$ cat src/rtl/sound_i2s_tx_pkg.sv
// Shared sound configuration and I2S helpers: board DAC framing defaults and
// the word-select pattern for a frame position.
package sound_i2s_tx_pkg;

    localparam int unsigned SND_WIDTH         = 16;
    localparam int unsigned SND_I2S_DATA_BITS = 16;
    localparam int unsigned SND_I2S_SLOT_BITS = 32;
    localparam int unsigned SND_I2S_CLK_DIV   = 4;

    // Philips one-bit lead: right-channel select spans the last bit of the
    // left slot through the second-to-last bit of the right slot.
    function automatic logic lrck_for_pos(input int unsigned pos, input int unsigned slot_bits);
        return (pos >= slot_bits - 1) && (pos <= 2 * slot_bits - 2);
    endfunction

endpackage

$ cat src/rtl/sound_i2s_tx_clkgen.sv
// Bit-clock generator: divides clk down to BCLK and flags the cycle before
// each BCLK edge so downstream registers can move in step with it.
module sound_i2s_tx_clkgen #(
    parameter int unsigned CLK_DIV = 4
) (
    input  logic clk,
    input  logic rst_n,
    output logic bclk,
    output logic fall_c,
    output logic rise_c
);

    localparam int unsigned DIV_W = (CLK_DIV > 1) ? $clog2(CLK_DIV) : 1;

    logic [DIV_W-1:0] div_cnt;
    logic             tc_c;

    assign tc_c   = (div_cnt == DIV_W'(CLK_DIV - 1));
    assign fall_c = tc_c & bclk;
    assign rise_c = tc_c & ~bclk;

    // Divider and BCLK register; BCLK toggles as the divider wraps.
    always_ff @(posedge clk or negedge rst_n) begin
        if (!rst_n) begin
            div_cnt <= '0;
            bclk    <= 1'b0;
        end else if (tc_c) begin
            div_cnt <= '0;
            bclk    <= ~bclk;
        end else begin
            div_cnt <= div_cnt + DIV_W'(1);
        end
    end

endmodule

$ cat src/rtl/sound_i2s_tx.sv
// I2S master transmitter: sends the mono mixer sample on both channels of a
// Philips-format frame, latching a fresh sample once per frame.
module sound_i2s_tx
    import sound_i2s_tx_pkg::*;
#(
    parameter int unsigned WIDTH     = SND_WIDTH,
    parameter int unsigned DATA_BITS = SND_I2S_DATA_BITS,
    parameter int unsigned SLOT_BITS = SND_I2S_SLOT_BITS,
    parameter int unsigned CLK_DIV   = SND_I2S_CLK_DIV
) (
    input  logic             CLK,
    input  logic             RESET_n,
    input  logic [WIDTH-1:0] IN,
    output logic             I2S_BCLK,
    output logic             I2S_LRCK,
    output logic             I2S_DATA,
    output logic             SAMPLE_STROBE
);

    localparam int unsigned FRAME_BITS = 2 * SLOT_BITS;
    localparam int unsigned POS_W      = (FRAME_BITS > 2) ? $clog2(FRAME_BITS) : 1;

    if (SLOT_BITS < DATA_BITS) begin : g_bad_slot
        $error("sound_i2s_tx: SLOT_BITS must be >= DATA_BITS");
    end
    if (CLK_DIV < 1) begin : g_bad_div
        $error("sound_i2s_tx: CLK_DIV must be >= 1");
    end

    logic                 fall_c;
    logic                 bclk_rise_unused;
    logic [WIDTH-1:0]     in_unused;
    logic [DATA_BITS-1:0] sample_fmt_c;
    logic [POS_W-1:0]     pos;
    logic [POS_W-1:0]     pos_next_c;
    logic                 slot_start_c;
    logic                 capture_c;
    logic [DATA_BITS-1:0] shadow;
    logic [DATA_BITS-1:0] shreg;

    assign in_unused = IN;

    sound_i2s_tx_clkgen #(
        .CLK_DIV(CLK_DIV)
    ) u_clkgen (
        .clk    (CLK),
        .rst_n  (RESET_n),
        .bclk   (I2S_BCLK),
        .fall_c (fall_c),
        .rise_c (bclk_rise_unused)
    );

    // Sample formatting: keep the sign bit as MSB, truncate or zero-fill LSBs.
    if (WIDTH >= DATA_BITS) begin : g_trunc
        assign sample_fmt_c = IN[WIDTH-1 -: DATA_BITS];
    end else begin : g_pad
        assign sample_fmt_c = {IN, {(DATA_BITS - WIDTH){1'b0}}};
    end

    always_comb begin
        pos_next_c   = (pos == POS_W'(FRAME_BITS - 1)) ? '0 : pos + POS_W'(1);
        slot_start_c = (pos_next_c == '0) || (pos_next_c == POS_W'(SLOT_BITS));
        capture_c    = (pos_next_c == POS_W'(FRAME_BITS - 1));
    end

    // Frame sequencer: everything moves on the BCLK fall so LRCK/DATA are
    // stable across the receiver's sampling rise. The slot shift register
    // empties to zeros after DATA_BITS, which produces the slot padding.
    always_ff @(posedge CLK or negedge RESET_n) begin
        if (!RESET_n) begin
            pos           <= POS_W'(FRAME_BITS - 1);
            shadow        <= '0;
            shreg         <= '0;
            I2S_LRCK      <= 1'b0;
            I2S_DATA      <= 1'b0;
            SAMPLE_STROBE <= 1'b0;
        end else begin
            SAMPLE_STROBE <= 1'b0;
            if (fall_c) begin
                pos      <= pos_next_c;
                I2S_LRCK <= lrck_for_pos(32'(pos_next_c), SLOT_BITS);
                if (slot_start_c) begin
                    I2S_DATA <= shadow[DATA_BITS-1];
                    shreg    <= shadow << 1;
                end else begin
                    I2S_DATA <= shreg[DATA_BITS-1];
                    shreg    <= shreg << 1;
                end
                if (capture_c) begin
                    shadow        <= sample_fmt_c;
                    SAMPLE_STROBE <= 1'b1;
                end
            end
        end
    end

endmodule

$ cat config.mk
export PLATFORM = sky130hd
export DESIGN_NAME = sound_i2s_tx
export DESIGN_NICKNAME = d
export VERILOG_FILES = /design/src/rtl/sound_i2s_tx_pkg.sv /design/src/rtl/sound_i2s_tx_clkgen.sv /design/src/rtl/sound_i2s_tx.sv
export SDC_FILE = /design/constraint.sdc
export NUM_CORES = 1
export LEC_CHECK = 0
export ABC_CLOCK_PERIOD_IN_PS = 3800
export BUFFER_PORTS_ARGS = -buffer_cell sky130_fd_sc_hd__buf_2
export CAP_MARGIN = 20
export CORE_UTILIZATION = 45
export CTS_CLUSTER_SIZE = 16
export DETAILED_ROUTE_END_ITERATION = 7
export PLACE_DENSITY = 0.7
export SLEW_MARGIN = 20
export SYNTH_ARGS = -nofsm -noshare
export SYNTH_HDL_FRONTEND = slang
export SYNTH_SLANG_ARGS = --single-unit
$ cat constraint.sdc
create_clock -name CLK -period 3.8 [get_ports CLK]
set_input_delay 0.76 -clock CLK [delete_from_list [all_inputs] [get_ports CLK]]
set_output_delay 0.76 -clock CLK [all_outputs]
set_load 0.02 [all_outputs]
==> results of run 1 <==
stage by stage:
step | instances | setup WS (ns) | total power (W) | hold slack, ns
2_1_floorplan | 167 | 1.79 | 0.000489 | 0.403
3_5_place_dp | 230 | 1.50 | 0.000509 | 0.420
6_report | 238 | 1.51 | 0.000780 | 0.432
5_1_grt | 238 | 1.34 | 0.000812 | 0.471
4_1_cts | 238 | 1.49 | 0.000792 | 0.433
3_3_place_gp | 230 | 1.61 | 0.000508 | 0.413
layout make-up:
cell class	instances	area [um2]	area share, %
Timing Repair Buffer	21	105	4.81
Multi-Input combinational cell	112	832	38.1
Clock inverter	2	12.5	0.573
Clock buffer	6	72.6	3.32
Tap cell	50	62.6	2.87
Inverter	4	15.0	0.688
Sequential cell	43	1080	49.6
metal layers:
layer | share of wire, % | GRT usage, %
met1 | 45 | 18.5
met2 | 49 | 28.9
met3 | 4.2 | 4.67
met4 | 1.7 | 7.55
met5 | 0 | 0
kinds of logic (layout without fill, tap and decap cells):
kind of cell    Yosys count  count (layout)
fa+ha+maj                 4               4
buf+inv                  12              33
mux                      31              31
compound gates           29              29
xor+xnor                  4               4
simple gates             44              44
flops                    43              43
how the worst max path moves through the flow:
stage / cells past startpoint / end / startpoint
after floorplan: 7 / shadow[1] / pos[1]
after global routing: 4 / shreg[2] / pos[0]
after CTS: 4 / shreg[2] / pos[0]
after detailed placement: 4 / shreg[2] / pos[0]
after global placement: 4 / shreg[10] / pos[0]
final: 4 / shreg[2] / pos[0]
Yosys cell counts (2+ instances only):
| library cell | instances |
|---|---|
| a21oi_1 | 3 |
| buf_2 | 2 |
| buf_4 | 2 |
| clkbuf_1 | 3 |
| dfrtp_1 | 37 |
| dfstp_2 | 6 |
| ha_1 | 4 |
| inv_1 | 4 |
| mux2_2 | 7 |
| mux2_4 | 9 |
| mux2i_1 | 15 |
| nand2_1 | 29 |
| nand3_1 | 3 |
| nor2_1 | 3 |
| o21ai_0 | 20 |
| xnor2_1 | 2 |
| xor2_1 | 2 |
sequential cells by signal, indices dropped and copies added (netlist names):
register / flops
u_clkgen.bclk: 1
I2S_LRCK: 1
u_clkgen.div_cnt: 2
I2S_DATA: 1
SAMPLE_STROBE: 1
shreg: 15
pos: 6
shadow: 16
where the power goes:
group          internal [W]  switching (W)   total, W  leakage (nW)
combinational     0.0000153      0.0000125  0.0000278         0.407
clock              0.000128       0.000152   0.000280        0.0412
sequential         0.000466     0.00000544   0.000472         0.538
total              0.000610       0.000170   0.000780         0.987
worst reg2reg max path, cell delays in order, from the launching register on:
cell and delay (ns):
dfstp_2 0.61, ha_1 0.30, and3_1 0.84, mux2i_1 0.29, o21ai_0 0.10
==> metrics, run 1 <==
outcome finished, final reports clean; io pins 22; Async SR Flop Fraction between 90% and 100%; Placeable Area 4120 um2; layout net count around 210; synth warn 0; Finished Core Util between 50 and 60%; Critical R2R Launch pos[0]; peak supply drop about 0.0002 V; vias per inst ~5.3; CTS sink cnt 43; Mapped Nets about 190; Syn Area/Cell ~12 um2; Post-route DRC 0; Worst Tran Pin Value 1.00 ns; Hold EP u_clkgen.div_cnt[0]; number of DRC markers in iteration 0 around 100; largest net degree at the start of global routing between 40 and 50; die area roughly 4700 um2; Post-CTS Setup Repair Bufs 0; Max FO, Critical Path 16; LEAKAGE slightly below 1 nW; cell taking the most area after synthesis dfrtp_1; vias after detailed routing 1251; Power Dens Cells roughly 360 nW/um2; CP cell instances ha_1, and3_1, mux2i_1, o21ai_0; Post-Syn Instances 167; mux contribution to synthesized area around 18%; fin. max-slew vios 0; cell count of the worst reg-to-reg path 4; n_diodes 0; Worst path slowest cell and3_1; die height ~68 um; Seq/Total Area, Yosys 54.8%; clk_lat worst skew approximately 0.3 ns; first-pass GRT wire length 5600 um; post-route ant nets 0; Rows 23; synth top area cells dfrtp_1, dfstp_2, mux2i_1; WP data arrival between 2 and 2.5 ns; gp weighted congestion around 0.87; Hold Vio Cnt, Final 0; initial antenna violation count 0; Post-CTS Resized 0; CP max stage delay about 0.84 ns; DRT Pass-1 Iters 4; delay-heaviest family, CP simple AND/OR/NAND/NOR gates; clock-pin slew on the worst setup and hold paths 0.07 ns; routed wire length roughly 3300 um; RSZ-0062 raised after global routing no; most frequent cells in the layout dfrtp_1, nand2_1, buf_2, o21ai_0, mux2i_1; Post-Synth Adder-Cell Area roughly 2.5%; layout cell share with drive strength beyond 1 ~29%; Fmax between 0.4 and 0.5 GHz; hold buffer count at CTS 0; Worst slew margin approximately a third; Num CTS Buffers 5; crit start category flip-flop; vias in the first global route 1286; Post-synth top flop dfrtp_1; Post-Synth Simple-Gate Area 10.6%; IO Port Bufs 21; Final Cycle Share roughly three fifths; Synth Area in Compound Gates slightly below 9%; largest family of logic cells by synthesized area multiplexers; GRT Residual Overflow 0; Setup CP Type flip-flop to flip-flop; Final Instance Area 2180 um2; commonest non-fill, non-tap cell in the layout dfrtp_1; CTS tree built; setup TNS 0 ns; max cap viols 0; Final HPWL DP around 2300 um; Hold Path Stages 1; Tot GR Track Use between 15 and 20%; Hold Crit Class flip-flop to flip-flop; H-tree levels 2; area share of the largest cell type after synthesis a little under half; Setup Skew slightly above 0.008 ns; Synth cell types 33; R2R Path End shreg[2]; crit path buf inv count 0; CTS root buffer clkbuf_8; Post-Synth XOR/XNOR Area between 1.5 and 2%; Crit. End Element flip-flop; routed len/inst approximately 14 um; Worst Min Path Start u_clkgen.div_cnt[0]; Filler cells roughly 380; post-synthesis register bit count 43; Initial Utilization between 40% and 50%; EDFF count, synth 0; die width ~68 um; Area Overhead vs Synth 10.4%; Critical Path RT around 4 ns; Mapped Area just under 2000 um2; R2R setup slack around 1.5 ns; min Tclk post-route ~2.3 ns; Setup Viol. Count Final 0; Placed Area 2100 um2; CTS Buffer Depth 2
Note: power is estimated with default switching activity, not from simulation.
==> run 2, diff against run 1 <==
--- a/config.mk
+++ b/config.mk
@@ -5,13 +5,13 @@
 export SDC_FILE = /design/constraint.sdc
 export NUM_CORES = 1
 export LEC_CHECK = 0
-export ABC_CLOCK_PERIOD_IN_PS = 3800
+export ABC_CLOCK_PERIOD_IN_PS = 1940
 export BUFFER_PORTS_ARGS = -buffer_cell sky130_fd_sc_hd__buf_2
 export CAP_MARGIN = 20
 export CORE_UTILIZATION = 45
 export CTS_CLUSTER_SIZE = 16
 export DETAILED_ROUTE_END_ITERATION = 7
-export PLACE_DENSITY = 0.7
+export PLACE_DENSITY = 0.72
 export SLEW_MARGIN = 20
 export SYNTH_ARGS = -nofsm -noshare
 export SYNTH_HDL_FRONTEND = slang
==> constraint.sdc (replaced) <==
create_clock -name CLK -period 1.94 [get_ports CLK]
set_input_delay 0.388 -clock CLK [delete_from_list [all_inputs] [get_ports CLK]]
set_output_delay 0.388 -clock CLK [all_outputs]
set_load 0.02 [all_outputs]
==> metrics, run 2 (synthesized netlist as in run 1, its figures left out) <==
io pins 22 (unchanged); CP cell instances ha_4, inv_2, or3_4, o22ai_4, nand3_4, buf_12, mux2_4; R2R setup slack -0.03 ns (-1.53 ns); Hold Vio Cnt, Final 0 (unchanged); delay-heaviest family, CP flip-flops; R2R Path End shadow[8]; LEAKAGE 1.11 nW (+13%); Final Cycle Share 101% (+41 points); DP Cell Count 246 (+7.0%); top flop regs shadow x16, shreg x15, pos x6; vias after detailed routing 1379 (+10%); min Tclk post-route 1.97 ns (-0.329 ns); Placeable Area 4120 um2 (unchanged); n_diodes 0 (unchanged); crit path buf inv count 2 (+2); Setup Viol. Count Final 9 (+9); most frequent cells in the layout dfrtp_1, nand2_1, buf_2, o21ai_0, buf_4; initial antenna violation count 0 (unchanged); Setup Skew 0.00658 ns (-0.00147 ns); number of DRC markers in iteration 0 96 (-5.0%); Fmax 0.509 GHz (+17%); Largest register FFs 16 (unchanged); DRT Pass-1 Iters 4 (unchanged); commonest non-fill, non-tap cell in the layout dfrtp_1; Post-route DRC 0 (unchanged); vias per inst 5.37 (+2.1%); Num CTS Buffers 5 (unchanged); max cap viols 0 (unchanged); routed len/inst 14.6 um (+4.2%); CTS Buffer Depth 2 (unchanged); setup ws final -0.0255 ns (-1.53 ns); IO Port Bufs 21 (unchanged); CTS root buffer clkbuf_8; Initial Utilization 48.1% (unchanged); fin. max-slew vios 0 (unchanged); Worst Tran Pin Value 0.412 ns (-0.588 ns); die area 4660 um2 (unchanged); post-route ant nets 0 (unchanged); WP data arrival 2.14 ns (-0.29 ns); gp weighted congestion 0.844 (-3.0%); layout net count 228 (+9.1%); peak supply drop 0.000565 V (+170%); Area Overhead vs Synth 23.3%; vias in the first global route 1407 (+9.4%); CTS tree built; first-pass GRT wire length 6080 um (+8.5%); pre-CTS WS -0.0784 ns (-1.58 ns); Setup CP Type flip-flop to flip-flop; layout cell share with drive strength beyond 1 38.6% (+9.9 points); Worst path slowest cell dfstp_2; Critical Path RT 2.12 ns (-1.81 ns); largest net degree at the start of global routing 38 (-14%); Tot GR Track Use 18.2% (+1.6 points); die width 68.3 um (unchanged); Finished Core Util 59.3% (+6.2 points); clock-pin slew on the worst setup and hold paths 0.08 ns (about the same); Critical R2R Launch pos[1]; Max FO, Critical Path 17 (+1); crit start category flip-flop; CTS sink cnt 43 (unchanged); Top reg by flops shadow; failing checks setup timing; RSZ-0062 raised after global routing yes; GRT Residual Overflow 0 (unchanged); H-tree levels 2 (unchanged); cell count of the worst reg-to-reg path 7 (+3); Rows 23 (unchanged); CP max stage delay 0.62 ns (-0.22 ns); Power Dens Cells 682 nW/um2 (+91%); final non-filler cell total 257 (+8.0%); die height 68.3 um (unchanged); Worst slew margin 72.5% (+39 points); Crit. End Element flip-flop; clk_lat worst skew 0.29 ns (about the same); Hold Crit Class primary input to asynchronous set/reset pin; Final HPWL DP 2630 um (+16%); outcome finished with violations; routed wire length 3740 um (+12%)
[run 2: changes by cell type in the layout (fill, tap and decap cells not counted), moves of 2 or more]
cell / delta
ha_1: -2
buf_12: +2
buf_4: +16
ha_4: +2
[run 2: area by class of cell]
class / count / area (um2)
fillers: 351 / 1680
flip-flops and latches: 43 / 1080
multi-input cells: 112 / 875
repair buffers: 40 / 290
clock buffers: 5 / 68.8
well taps: 50 / 62.6
clock inverters: 3 / 43.8
inverters: 4 / 15.0
[run 2: power by group]
| group | switching [W] | leakage (nW) | total [W] | internal [W] |
|---|---|---|---|---|
| clock network | 0.000302 | 0.0581 | 0.000685 | 0.000383 |
| registers | 0.00000923 | 0.538 | 0.000922 | 0.000913 |
| logic | 0.0000256 | 0.516 | 0.0000569 | 0.0000313 |
[run 2: worst reg2reg max path: cells and delay by family (launching register included)]
family,cells,cell delay (ns)
DFF,1,0.62
and+or+nand+nor,2,0.43
buffers and inverters,2,0.20
muxes,1,0.30
adders and majority gates,1,0.15
AOI/OAI and AO/OA,1,0.16
[run 2: through the flow]
| step | hold slack, ns | total power [W] | cell area, um2 | TNS (ns) |
|---|---|---|---|---|
| finish | 0.0160 | 0.00166 | 2440 | -0.185 |
| global route | 0.0368 | 0.00172 | 2440 | -0.881 |
| CTS | 0.0233 | 0.00168 | 2390 | -0.0326 |
| detailed placement | 0.346 | 0.000999 | 2260 | -0.821 |
| global placement | 0.340 | 0.000994 | 2260 | 0 |
| floorplan | 0.0924 | 0.000958 | 2000 | -0.350 |
[run 2: layer usage]
metal | GRT usage, % | vias up | wire length (um)
li1 | - | 647 | -
met2 | 33.3 | 38 | 2010
met4 | 7.03 | 0 | 48
met1 | 19.3 | 687 | 1530
met3 | 5.50 | 7 | 157
met5 | 0 | - | 0
[run 2: worst max path at each step]
stage	cells past startpoint	endpoint	slack, ns	startpoint
floorplan	7	shadow[1]	-0.04	pos[1]
global placement	7	shadow[8]	0.007	pos[1]
detailed placement	7	shadow[13]	-0.08	pos[0]
CTS	7	shadow[8]	-0.008	pos[1]
global route	7	shadow[8]	-0.06	pos[1]
finish	7	shadow[8]	-0.03	pos[1]
[run 2: timing repair]
action | CTS | global route
hold buffers | 0 | 0
pin swaps | 2 | 0
gates cloned | 0 | 1
endpoints found under the setup margin | 16 | 20
setup buffers | 2 | 0
resized for setup | 1 | 4
==> run 3, diff against run 2 <==
==> constraint.sdc (replaced) <==
create_clock -name CLK -period 1.94 [get_ports CLK]
set_input_delay 0.097 -clock CLK [delete_from_list [all_inputs] [get_ports CLK]]
set_output_delay 0.097 -clock CLK [all_outputs]
set_load 0.02 [all_outputs]
==> metrics, run 3 (synthesized netlist as in run 1, its figures left out) <==
outcome finished with violations; failing checks setup timing; vias in the first global route 1345 (-4.4%); Initial Utilization 48.1% (unchanged); WP data arrival 2.15 ns (about the same); CTS tree built; Num CTS Buffers 5 (unchanged); Switching Share 22.2% (+1.9 points); vias per inst 5.21 (-3.0%); crit start category flip-flop; Power Dens Cells 640 nW/um2 (-6.2%); commonest non-fill, non-tap cell in the layout dfrtp_1; CTS sink cnt 43 (unchanged); CTS root buffer clkbuf_8; cell count of the worst reg-to-reg path 7 (unchanged); DRT Pass-1 Iters 4 (unchanged); LEAKAGE 1.09 nW (-2.3%); Area Overhead vs Synth 21.4%; IO Port Bufs 21 (unchanged); Hold Crit Class primary input to flip-flop; post-route ant nets 0 (unchanged); R2R setup slack -0.03 ns (about the same); CTS Buffer Depth 2 (unchanged); final non-filler cell total 256 (-0.39%); die area 4660 um2 (unchanged); DP Cell Count 245 (-0.41%); Setup CP Type flip-flop to flip-flop; Largest register FFs 16 (unchanged); Critical R2R Launch pos[1]; Hold Vio Cnt, Final 0 (unchanged); first-pass GRT wire length 5930 um (-2.4%); largest net degree at the start of global routing 38 (unchanged); routed len/inst 14.4 um (-0.82%); Fmax 0.507 GHz (-0.31%); Tot GR Track Use 17.8% (-0.42 points); setup ws final -0.0315 ns (-0.00603 ns); internal power 0.00120 W (-9.8%); layout net count 227 (-0.44%); Multi-input gate area 867 um2 (-0.86%); RSZ-0062 raised after global routing yes; io pins 22 (unchanged); Finished Core Util 58.4% (-0.88 points); min Tclk post-route 1.97 ns (+0.00603 ns); vias after detailed routing 1333 (-3.3%); Placeable Area 4120 um2 (unchanged); max cap viols 0 (unchanged); Worst Min Path Start IN[1]; Final Cycle Share 102% (+0.31 points); Worst slew margin 69.0% (-3.6 points); routed wire length 3700 um (-1.2%); Max FO, Critical Path 17 (unchanged); register area 1080 um2 (unchanged); Hold Path Stages 2; Final HPWL DP 2620 um (-0.24%); Setup Viol. Count Final 10 (+1); peak supply drop 0.000421 V (-25%); Comb power frac 3.9% (+0.5 points); Crit. End Element flip-flop; H-tree levels 2 (unchanged); Hold EP shadow[1]; clk_lat worst skew 0.30 ns (about the same); fin. max-slew vios 0 (unchanged); R2R Path End shadow[4]; Top reg by flops shadow; Worst Tran Pin Value 0.465 ns (+0.0535 ns); die width 68.3 um (unchanged); setup TNS -0.174 ns (+0.0106 ns); die height 68.3 um (unchanged); sequential power share 60.0% (+4.6 points); Rows 23 (unchanged); initial antenna violation count 0 (unchanged); Min Hold Slack 0.0289 ns (+0.0129 ns); Critical Path RT 2.12 ns (about the same); top flop regs shadow x16, shreg x15, pos x6; GRT Residual Overflow 0 (unchanged); Setup Skew 0.00736 ns (+0.000783 ns); Filler cells 327 (-6.8%); clock-pin slew on the worst setup and hold paths 0.08 ns (about the same); n_diodes 0 (unchanged); layout cell share with drive strength beyond 1 37.4% (-1.3 points); most frequent cells in the layout dfrtp_1, nand2_1, buf_2, o21ai_0, mux2i_1; NetSw 0.000341 W (+1.2%); gp weighted congestion 0.884 (+4.6%); clock share of power 36.1% (-5.1 points); Post-route DRC 0 (unchanged); number of DRC markers in iteration 0 63 (-34%)
==> run 3: repair_timing <==
item,CTS,global route
setup endpoints to repair,16,17
endpoints found under the hold margin,16,0
pin swaps,0,4
gates cloned,0,1
buffers inserted,0,1
gates resized for setup,1,3
hold buffers,1,0
==> run 3: metal layers <==
| layer | track usage [%] | up-vias | part of all wire, % | routed length [um] |
|---|---|---|---|---|
| li1 | - | 647 | - | - |
| met1 | 20.9 | 656 | 44 | 1630 |
| met2 | 29.3 | 24 | 52 | 1910 |
| met3 | 5.67 | 6 | 3.1 | 113 |
| met4 | 8.33 | 0 | 1.5 | 54 |
| met5 | 0 | - | 0 | 0 |
==> run 3: how the worst max path moves through the flow <==
| stage | to | cells after the start | slack (ns) | from |
|---|---|---|---|---|
| after CTS | shadow[4] | 6 | -0.04 | pos[0] |
| after floorplan | shadow[1] | 7 | -0.04 | pos[1] |
| final | shadow[4] | 7 | -0.03 | pos[1] |
| after global routing | shadow[4] | 7 | -0.10 | pos[1] |
| after detailed placement | shadow[14] | 7 | -0.06 | pos[0] |
| after global placement | shadow[6] | 7 | 0.01 | pos[1] |
==> run 3: layout make-up <==
class / count / area share [%]
clock buffers: 5 / 2.86
clock inverters: 3 / 0.833
inverters: 4 / 0.625
multi-input cells: 112 / 36.1
flip-flops and latches: 43 / 45.1
well taps: 50 / 2.60
repair buffers: 39 / 11.9
==> run 3: power groups by stage <==
stage	clock network, W	logic (W)	registers (W)
finish	0.000555	0.0000602	0.000923
global route	0.000613	0.0000678	0.000925
CTS	0.000573	0.0000624	0.000922
detailed placement	0	0.0000606	0.000940
global placement	0	0.0000578	0.000938
floorplan	0	0.0000209	0.000937
==> run 3: critical path, cell delays in order (launching register included) <==
cell and delay (ns):
dfstp_2 0.61, ha_4 0.15, inv_2 0.03, or3_4 0.33, o22ai_4 0.17, nand3_4 0.10, buf_12 0.16, mux2_4 0.30
==> run 3: through the flow <==
stage	setup slack, ns	area [um2]	total power (W)
after CTS	-0.0378	2350	0.00156
after floorplan	-0.0389	2000	0.000958
after global routing	-0.104	2400	0.00161
after global placement	0.00972	2260	0.000996
final	-0.0315	2400	0.00154
after detailed placement	-0.0617	2260	0.00100
